$ cat config.mk
export PLATFORM = sky130hd
export DESIGN_NAME = regfile_wb_arbiter
export DESIGN_NICKNAME = d
export VERILOG_FILES = /design/src/rtl/regfile_wb_arbiter.sv
export SDC_FILE = /design/constraint.sdc
export NUM_CORES = 1
export LEC_CHECK = 0
export CAP_MARGIN = 0
export CELL_PAD_IN_SITES_DETAIL_PLACEMENT = 1
export CELL_PAD_IN_SITES_GLOBAL_PLACEMENT = 1
export CORE_ASPECT_RATIO = 1.75
export CORE_MARGIN = 8
export CORE_UTILIZATION = 30
export CTS_CLUSTER_DIAMETER = 120
export DETAILED_ROUTE_END_ITERATION = 8
export PLACE_DENSITY_LB_ADDON = 0.1
export SYNTH_ARGS = -nofsm -noshare
export SYNTH_HDL_FRONTEND = slang
export SYNTH_SLANG_ARGS = --single-unit
$ cat constraint.sdc
create_clock -name i_clock -period 5.7 [get_ports i_clock]
set_clock_uncertainty 0.15 [all_clocks]
set_input_delay 1.14 -clock i_clock [delete_from_list [all_inputs] [get_ports i_clock]]
set_output_delay 1.14 -clock i_clock [all_outputs]
set_load 0.005 [all_outputs]
$ cat src/rtl/regfile_wb_arbiter.sv
// Register-file writeback arbiter: round-robin share of one regFile write port among NREQ sources.
// Latency: accept in cycle N (combinational ready) -> write strobe registered at the edge ending cycle N,
//          regFile commits at the edge ending N+1. Throughput 1 write/cycle.
// Backpressure: i_stall or reset holds every o_req_ready low; requesters keep reg/data stable until accepted.
//
// Ports:
//   i_clock            rising-edge clock
//   i_ctrl_reset       asynchronous active-high reset
//   i_stall            1 = no grants this cycle, output stage drains
//   i_req_valid        per-requester write pending
//   i_req_reg          5-bit destination per requester, slice [5i+4:5i]
//   i_req_data         32-bit data per requester, slice [32i+31:32i]
//   o_req_ready        one-hot acceptance for this cycle (combinational)
//   o_ctrl_writeEnable registered write strobe to regFile
//   o_ctrl_writeReg    registered write address to regFile
//   o_data_writeReg    registered write data to regFile
//   o_last_grant       index of the most recently accepted requester
//   o_pending_mask     registers targeted by a valid request or by the output stage

module regfile_wb_arbiter #(
    parameter int NREQ = 2,
    parameter int IDXW = (NREQ > 1) ? $clog2(NREQ) : 1
) (
    input  logic                 i_clock,
    input  logic                 i_ctrl_reset,
    input  logic                 i_stall,
    input  logic [NREQ-1:0]      i_req_valid,
    input  logic [5*NREQ-1:0]    i_req_reg,
    input  logic [32*NREQ-1:0]   i_req_data,
    output logic [NREQ-1:0]      o_req_ready,
    output logic                 o_ctrl_writeEnable,
    output logic [4:0]           o_ctrl_writeReg,
    output logic [31:0]          o_data_writeReg,
    output logic [IDXW-1:0]      o_last_grant,
    output logic [31:0]          o_pending_mask
);

    // ------------------------------------------------------------------
    // State
    // ------------------------------------------------------------------
    logic            r_we;
    logic [4:0]      r_wreg;
    logic [31:0]     r_wdata;
    logic [IDXW-1:0] r_last_grant;

    // ------------------------------------------------------------------
    // Round-robin search
    // ------------------------------------------------------------------
    // The search order (last_grant+1 .. wrap) is split into two ranges:
    // indices above last_grant ("hi") are searched first, then indices
    // at or below it ("lo"). Within each range the lowest index wins,
    // which the descending loop achieves by letting the last hit stick.
    logic            w_hi_vld;
    logic            w_lo_vld;
    logic [IDXW-1:0] w_hi_idx;
    logic [IDXW-1:0] w_lo_idx;
    logic [IDXW-1:0] w_grant_idx;
    logic            w_grant_vld;

    always_comb begin
        w_hi_vld = 1'b0;
        w_lo_vld = 1'b0;
        w_hi_idx = '0;
        w_lo_idx = '0;
        for (int i = NREQ - 1; i >= 0; i--) begin
            if (i_req_valid[i]) begin
                if (IDXW'(i) > r_last_grant) begin
                    w_hi_vld = 1'b1;
                    w_hi_idx = IDXW'(i);
                end else begin
                    w_lo_vld = 1'b1;
                    w_lo_idx = IDXW'(i);
                end
            end
        end
        w_grant_idx = w_hi_vld ? w_hi_idx : w_lo_idx;
        // Reset is folded in so ready stays low while reset is held.
        w_grant_vld = (w_hi_vld | w_lo_vld) & ~i_stall & ~i_ctrl_reset;
    end

    // ------------------------------------------------------------------
    // Ready decode and winner payload mux
    // ------------------------------------------------------------------
    logic [NREQ-1:0] w_req_ready;
    logic [4:0]      w_sel_reg;
    logic [31:0]     w_sel_data;

    always_comb begin
        w_req_ready = '0;
        w_sel_reg   = '0;
        w_sel_data  = '0;
        for (int i = 0; i < NREQ; i++) begin
            if (w_grant_vld && (w_grant_idx == IDXW'(i))) begin
                w_req_ready[i] = 1'b1;
                w_sel_reg      = i_req_reg[5*i +: 5];
                w_sel_data     = i_req_data[32*i +: 32];
            end
        end
    end

    // ------------------------------------------------------------------
    // Output stage
    // ------------------------------------------------------------------
    // A grant to r0 still consumes the request and advances the pointer,
    // but never raises the strobe: r0 is hardwired zero in the regFile.
    // Address/data hold when no write is issued so the regFile port is quiet.
    always_ff @(posedge i_clock or posedge i_ctrl_reset) begin
        if (i_ctrl_reset) begin
            r_we         <= 1'b0;
            r_wreg       <= '0;
            r_wdata      <= '0;
            r_last_grant <= IDXW'(NREQ - 1);
        end else if (w_grant_vld) begin
            r_last_grant <= w_grant_idx;
            r_we         <= (w_sel_reg != 5'd0);
            if (w_sel_reg != 5'd0) begin
                r_wreg  <= w_sel_reg;
                r_wdata <= w_sel_data;
            end
        end else begin
            r_we <= 1'b0;
        end
    end

    // ------------------------------------------------------------------
    // Pending-write mask for hazard detection
    // ------------------------------------------------------------------
    logic [31:0] w_pending;

    always_comb begin
        w_pending = '0;
        for (int i = 0; i < NREQ; i++) begin
            if (i_req_valid[i]) begin
                w_pending[i_req_reg[5*i +: 5]] = 1'b1;
            end
        end
        if (r_we) begin
            w_pending[r_wreg] = 1'b1;
        end
        // r0 can never hold a pending value.
        w_pending[0] = 1'b0;
    end

    assign o_req_ready        = w_req_ready;
    assign o_ctrl_writeEnable = r_we;
    assign o_ctrl_writeReg    = r_wreg;
    assign o_data_writeReg    = r_wdata;
    assign o_last_grant       = r_last_grant;
    assign o_pending_mask     = w_pending;

endmodule

==> results of run 1 <==
==> layer usage <==
metal	GRT usage	part of all wire
met1	0.173	0.35
met2	0.344	0.55
met3	0.0578	0.072
met4	0.0798	0.031
met5	0	0
==> final timing paths <==
check	startpoint	end	slack, ns	cells after the start
worst max-delay path	i_req_reg[7]	o_pending_mask[4]	1.18	5
worst min-delay path	o_data_writeReg[28]	o_data_writeReg[28]	0.35	1
worst max register to register	o_last_grant	o_data_writeReg[24]	2.89	6
worst min register to register	o_data_writeReg[28]	o_data_writeReg[28]	0.35	1
max in group asynchronous	i_ctrl_reset	o_last_grant	3.38	3
min in group asynchronous	i_ctrl_reset	o_ctrl_writeReg[3]	1.20	2
==> flip-flops by register name (all words and copies together), names as in the netlist <==
name,cells
o_data_writeReg,32
o_ctrl_writeEnable,1
o_last_grant,1
o_ctrl_writeReg,5
==> layout make-up <==
class	instances	area, µm²
well taps	120	150
clock inverters	1	5.00
multi-input cells	218	1620
fillers	1043	4520
flip-flops and latches	39	977
inverters	8	30.0
repair buffers	155	1540
clock buffers	6	139
==> synthesized netlist by cell type, drive strengths merged <==
| cell | count | area (µm²) |
|---|---|---|
| a21boi | 1 | 7.51 |
| a21oi | 1 | 5.00 |
| a222oi | 3 | 30.0 |
| a22o | 32 | 280 |
| a22oi | 32 | 254 |
| a31oi | 1 | 6.26 |
| a32oi | 1 | 8.76 |
| and2 | 1 | 6.26 |
| and3 | 7 | 43.8 |
| and3b | 5 | 43.8 |
| buf | 12 | 76.3 |
| clkbuf | 12 | 45.0 |
| conb | 1 | 3.75 |
| dfrtp | 38 | 951 |
| dfstp | 1 | 26.3 |
| inv | 8 | 30.0 |
| mux2 | 32 | 454 |
| nand2 | 63 | 236 |
| nand2b | 1 | 6.26 |
| nand3 | 2 | 10.0 |
| nand4 | 2 | 27.5 |
| nor2 | 6 | 22.5 |
| nor3 | 10 | 50.1 |
| nor3b | 10 | 75.1 |
| o21ai | 4 | 20.0 |
| o32ai | 1 | 8.76 |
| or3 | 2 | 17.5 |
==> worst max-delay path, cell delays in order <==
cell	delay, ns
clkdlybuf4s50_1	0.75
nor3b_1	0.52
a22oi_1	0.16
nand2_1	0.13
clkdlybuf4s50_1	0.52
==> per-stage QoR <==
step           cells  cell area [µm²]  hold WS [ns]  setup WS, ns
6_report         547             4460         0.351          1.18
5_1_grt          547             4460         0.374          1.05
4_1_cts          547             4460         0.359          1.19
3_5_place_dp     540             4310         0.348          1.19
3_3_place_gp     540             4310         0.340          1.19
2_1_floorplan    289             2750         0.355          2.37
==> power groups by stage <==
stage / Sequential (µW) / Combinational (µW) / Clock (µW)
floorplan: 346 / 144 / 0
global placement: 346 / 332 / 0
detailed placement: 346 / 337 / 0
CTS: 344 / 338 / 290
global route: 349 / 357 / 296
finish: 343 / 333 / 281
==> cells by family after synthesis <==
group                  count (synthesis)  share of synthesized area
AOI/OAI and AO/OA                     76                      0.226
and+or+nand+nor                      109                      0.196
buffers and inverters                 32                     0.0551
DFF                                   39                      0.356
muxes                                 32                      0.165
other                                  1                    0.00137
==> metrics, run 1 <==
sequential element share of the synthesized area=0.356; first-pass GRT wire length=17.7 mm; PwrDens=215 nW/µm²; synthesized net count=368; final core occ=0.497; most frequent cells in the layout=clkdlybuf4s50_1, nand2_1, dfrtp_1; worst slew pin tran=1.22 ns; internal cell power=681 µW; crit path time final=4.52 ns; Setup crit end kind=output port; # hold bufs at CTS=0; I/O pin count=approximately 150; hpwl dp=9.09 mm; Yosys cell types=34; Pleak=0.00196 µW; initial antenna violation count=0; Psw=about 280 µW; Overflow after GRT=0; drt wl/cell=20.9 µm; CTS max path bufs=2; Placer Congestion=0.868; post-route clock period utilization=0.793; Fmax=0.221 GHz; Synth Instances=289; worst vdd ir=0.115 mV; worst-path maximum fanout=10; # Post-CTS Setup Buffers=0; Final Setup Violations=0; Routed WL=11.4 mm; Mean Syn Cell Area=9.50 µm²; Worst-Skew Late Latency=0.28 ns; initial drt markers=97; total power=around 960 µW; Yosys Warn Count=0; Die Width=between 80 and 90 µm; synth-to-layout area growth=62.3%; Resize count post-CTS=0; Setup CP Type=primary input to output port; clk root buf=clkbuf_16; CTS Sinks=39; CTS tree=built; Final Max Tran Viols=0; H-tree depth=2; FF+latch count, synth=39; Clk pwr share=0.293; Num CTS Buffers=5; Row Count=46; crit path launch type=primary input; largest net degree at the start of global routing=38; RSZ-0062 raised after global routing=false; port bufs=150; ANT nets after route=0; final hold vios=0; clk slew on worst S/H paths=0.05 ns; die area=about 13000 µm²; combinational power share=0.348; Final #Nets=slightly above 500; via count=2860; share of cells above drive strength 1=0.112; Die Ht=143 µm; # DRC=0; gr usage total=0.184; routed vias/inst=about 5.2; Sw Ratio=0.289; core area=8980 µm²; Ant. Diodes=0; Starting Density=0.306; status=completed; number of global-route vias before repair=3309; most common cell after layout, fill and taps aside=clkdlybuf4s50_1; Slew HR=0.183; Critical Path RT=4.41 ns; Post-Route Setup TNS=0 ns; router iterations before antenna repair=4; sequential power share=0.359; synthesized cell area=2750 µm²; critical path arrival=3.23 ns; worst hold path type=flip-flop to flip-flop; max cap viols=0
Power figures use the tool's default switching activity.
==> run 2: changes to the inputs <==
--- a/config.mk
+++ b/config.mk
@@ -10,7 +10,7 @@
 export CELL_PAD_IN_SITES_GLOBAL_PLACEMENT = 1
 export CORE_ASPECT_RATIO = 1.75
 export CORE_MARGIN = 8
-export CORE_UTILIZATION = 30
+export CORE_UTILIZATION = 25
 export CTS_CLUSTER_DIAMETER = 120
 export DETAILED_ROUTE_END_ITERATION = 8
 export PLACE_DENSITY_LB_ADDON = 0.1
==> constraint.sdc (replaced) <==
create_clock -name i_clock -period 4.1 [get_ports i_clock]
set_clock_uncertainty 0.15 [all_clocks]
set_input_delay 0.82 -clock i_clock [delete_from_list [all_inputs] [get_ports i_clock]]
set_output_delay 0.82 -clock i_clock [all_outputs]
set_load 0.005 [all_outputs]
==> metrics, run 2 (synthesis results as in run 1) <==
sequential power share=0.360 (about the same); CTS Sinks=39 (unchanged); Routed WL=11.7 mm (+2.6%); routed vias/inst=5.17 (-1.2%); worst hold path type=flip-flop to flip-flop; crit path launch type=primary input; router iterations before antenna repair=4 (unchanged); CTS max path bufs=2 (unchanged); via count=2924 (+2.2%); fill count=1219 (+17%); internal cell power=936 µW (+38%); clk root buf=clkbuf_16; Final Max Tran Viols=0 (unchanged); max cap viols=0 (unchanged); initial antenna violation count=0 (unchanged); core area=10700 µm² (+19%); share of cells above drive strength 1=0.131 (+0.0183); Clk pwr share=0.285 (-0.008); largest net degree at the start of global routing=33 (-13%); crit path time final=3.81 ns; Num CTS Buffers=5 (unchanged); post-route clock period utilization=0.930; CTS tree=built; most common cell after layout, fill and taps aside=clkdlybuf4s50_1; Pleak=0.00200 µW (+2.2%); Placer Congestion=0.881 (+1.5%); PwrDens=293 nW/µm² (+37%); worst-path maximum fanout=10 (unchanged); Slew HR=0.578 (+0.395); Setup crit end kind=output port; status=completed; number of global-route vias before repair=3378 (+2.1%); Largest register FFs=32 (unchanged); Starting Density=0.257 (-0.0492); final core occ=0.424 (-0.0728); Critical Path RT=3.13 ns (-1.28 ns); # Post-CTS Setup Buffers=0 (unchanged); total power=1330 µW (+39%); most frequent cells in the layout=clkdlybuf4s50_1, nand2_1, dfrtp_1; hpwl dp=9.53 mm (+4.8%); Post-Route Setup TNS=0 ns (unchanged); worst vdd ir=0.180 mV (+56%); final hold vios=0 (unchanged); die area=14700 µm² (+17%); Row Count=50 (+8.7%); Worst-Skew Late Latency=0.28 ns (about the same); Ant. Diodes=0 (unchanged); H-tree depth=2 (unchanged); ANT nets after route=0 (unchanged); Die Ht=155 µm (+8.5%); Psw=393 µW (+42%); # DRC=0 (unchanged); Die Width=95.2 µm (+7.8%); # hold bufs at CTS=0 (unchanged); RSZ-0062 raised after global routing=false; Resize count post-CTS=0 (unchanged); Sw Ratio=0.296 (+0.00643); port bufs=150 (unchanged); critical path arrival=2.84 ns (-0.39 ns); Fmax=0.262 GHz; Final #Nets=515 (+1.8%); first-pass GRT wire length=18.5 mm (+4.1%); combinational power share=0.355 (+0.007); clk slew on worst S/H paths=0.06 ns (about the same); synth-to-layout area growth=65.1%; Setup CP Type=primary input to output port; Overflow after GRT=0 (unchanged); gr usage total=0.162 (-0.0223); multi-input combinational cell area=1620 µm² (unchanged); I/O pin count=152 (unchanged); initial drt markers=93 (-4.1%); worst slew pin tran=0.627 ns (-0.595 ns); register area=977 µm² (unchanged); drt wl/cell=20.7 µm (-0.80%); Final Setup Violations=0 (unchanged)
[run 2: worst max-delay path: stages]
cell and delay (ns):
clkdlybuf4s50_1 0.74, nor3b_1 0.49, a22oi_1 0.18, nand2_1 0.10, clkdlybuf4s50_1 0.50
[run 2: path summary, 6_finish.rpt]
check                               startpoint  cells after the start  slack [ns]                   to
setup reg to reg                  o_last_grant                      6        1.53   o_data_writeReg[5]
hold / removal             o_data_writeReg[29]                      1        0.36  o_data_writeReg[29]
hold reg to reg            o_data_writeReg[29]                      1        0.36  o_data_writeReg[29]
setup / recovery                  i_req_reg[9]                      5        0.29   o_pending_mask[16]
max in group asynchronous         i_ctrl_reset                      3        2.30         o_last_grant
min in group asynchronous         i_ctrl_reset                      2        0.72   o_ctrl_writeReg[3]
[run 2: layout make-up]
class,count,share of cell area
timing repair buffer,164,0.354
inverter,8,0.00662
clock buffer,5,0.0276
tap,130,0.0359
clock inverter,2,0.00304
multi-input combinational,218,0.357
sequential,39,0.216
[run 2: power groups by stage]
stage                     logic [µW]  clock network (µW)  registers (µW)
final                            472                 379             478
after global placement           473                   0             481
after CTS                        482                 392             479
after global routing             510                 406             486
after floorplan                  201                   0             481
after detailed placement         480                   0             483
[run 2: per-layer routing]
| metal | global-route usage | wire length [µm] |
|---|---|---|
| met1 | 0.165 | 4140 |
| met2 | 0.300 | 6460 |
| met3 | 0.0315 | 735 |
| met4 | 0.0734 | 410 |
| met5 | 0 | 0 |
[run 2: stage by stage]
step                      worst slack [ns]  cell area, µm²  instances  hold slack [ns]
after detailed placement             0.290            4390        559            0.347
after global placement               0.314            4390        559            0.340
final                                0.289            4530        566            0.358
after global routing                 0.150            4530        566            0.381
after floorplan                       1.41            2750        289            0.355
after CTS                            0.286            4530        566            0.363
==> run 3: changes to the inputs <==
--- a/config.mk
+++ b/config.mk
@@ -14,6 +14,7 @@
 export CTS_CLUSTER_DIAMETER = 120
 export DETAILED_ROUTE_END_ITERATION = 8
 export PLACE_DENSITY_LB_ADDON = 0.1
+export SETUP_SLACK_MARGIN = 0.05
 export SYNTH_ARGS = -nofsm -noshare
 export SYNTH_HDL_FRONTEND = slang
 export SYNTH_SLANG_ARGS = --single-unit
==> results of run 3 <==
Same layout as run 2: the final DEF is identical, and so are final timing and power.
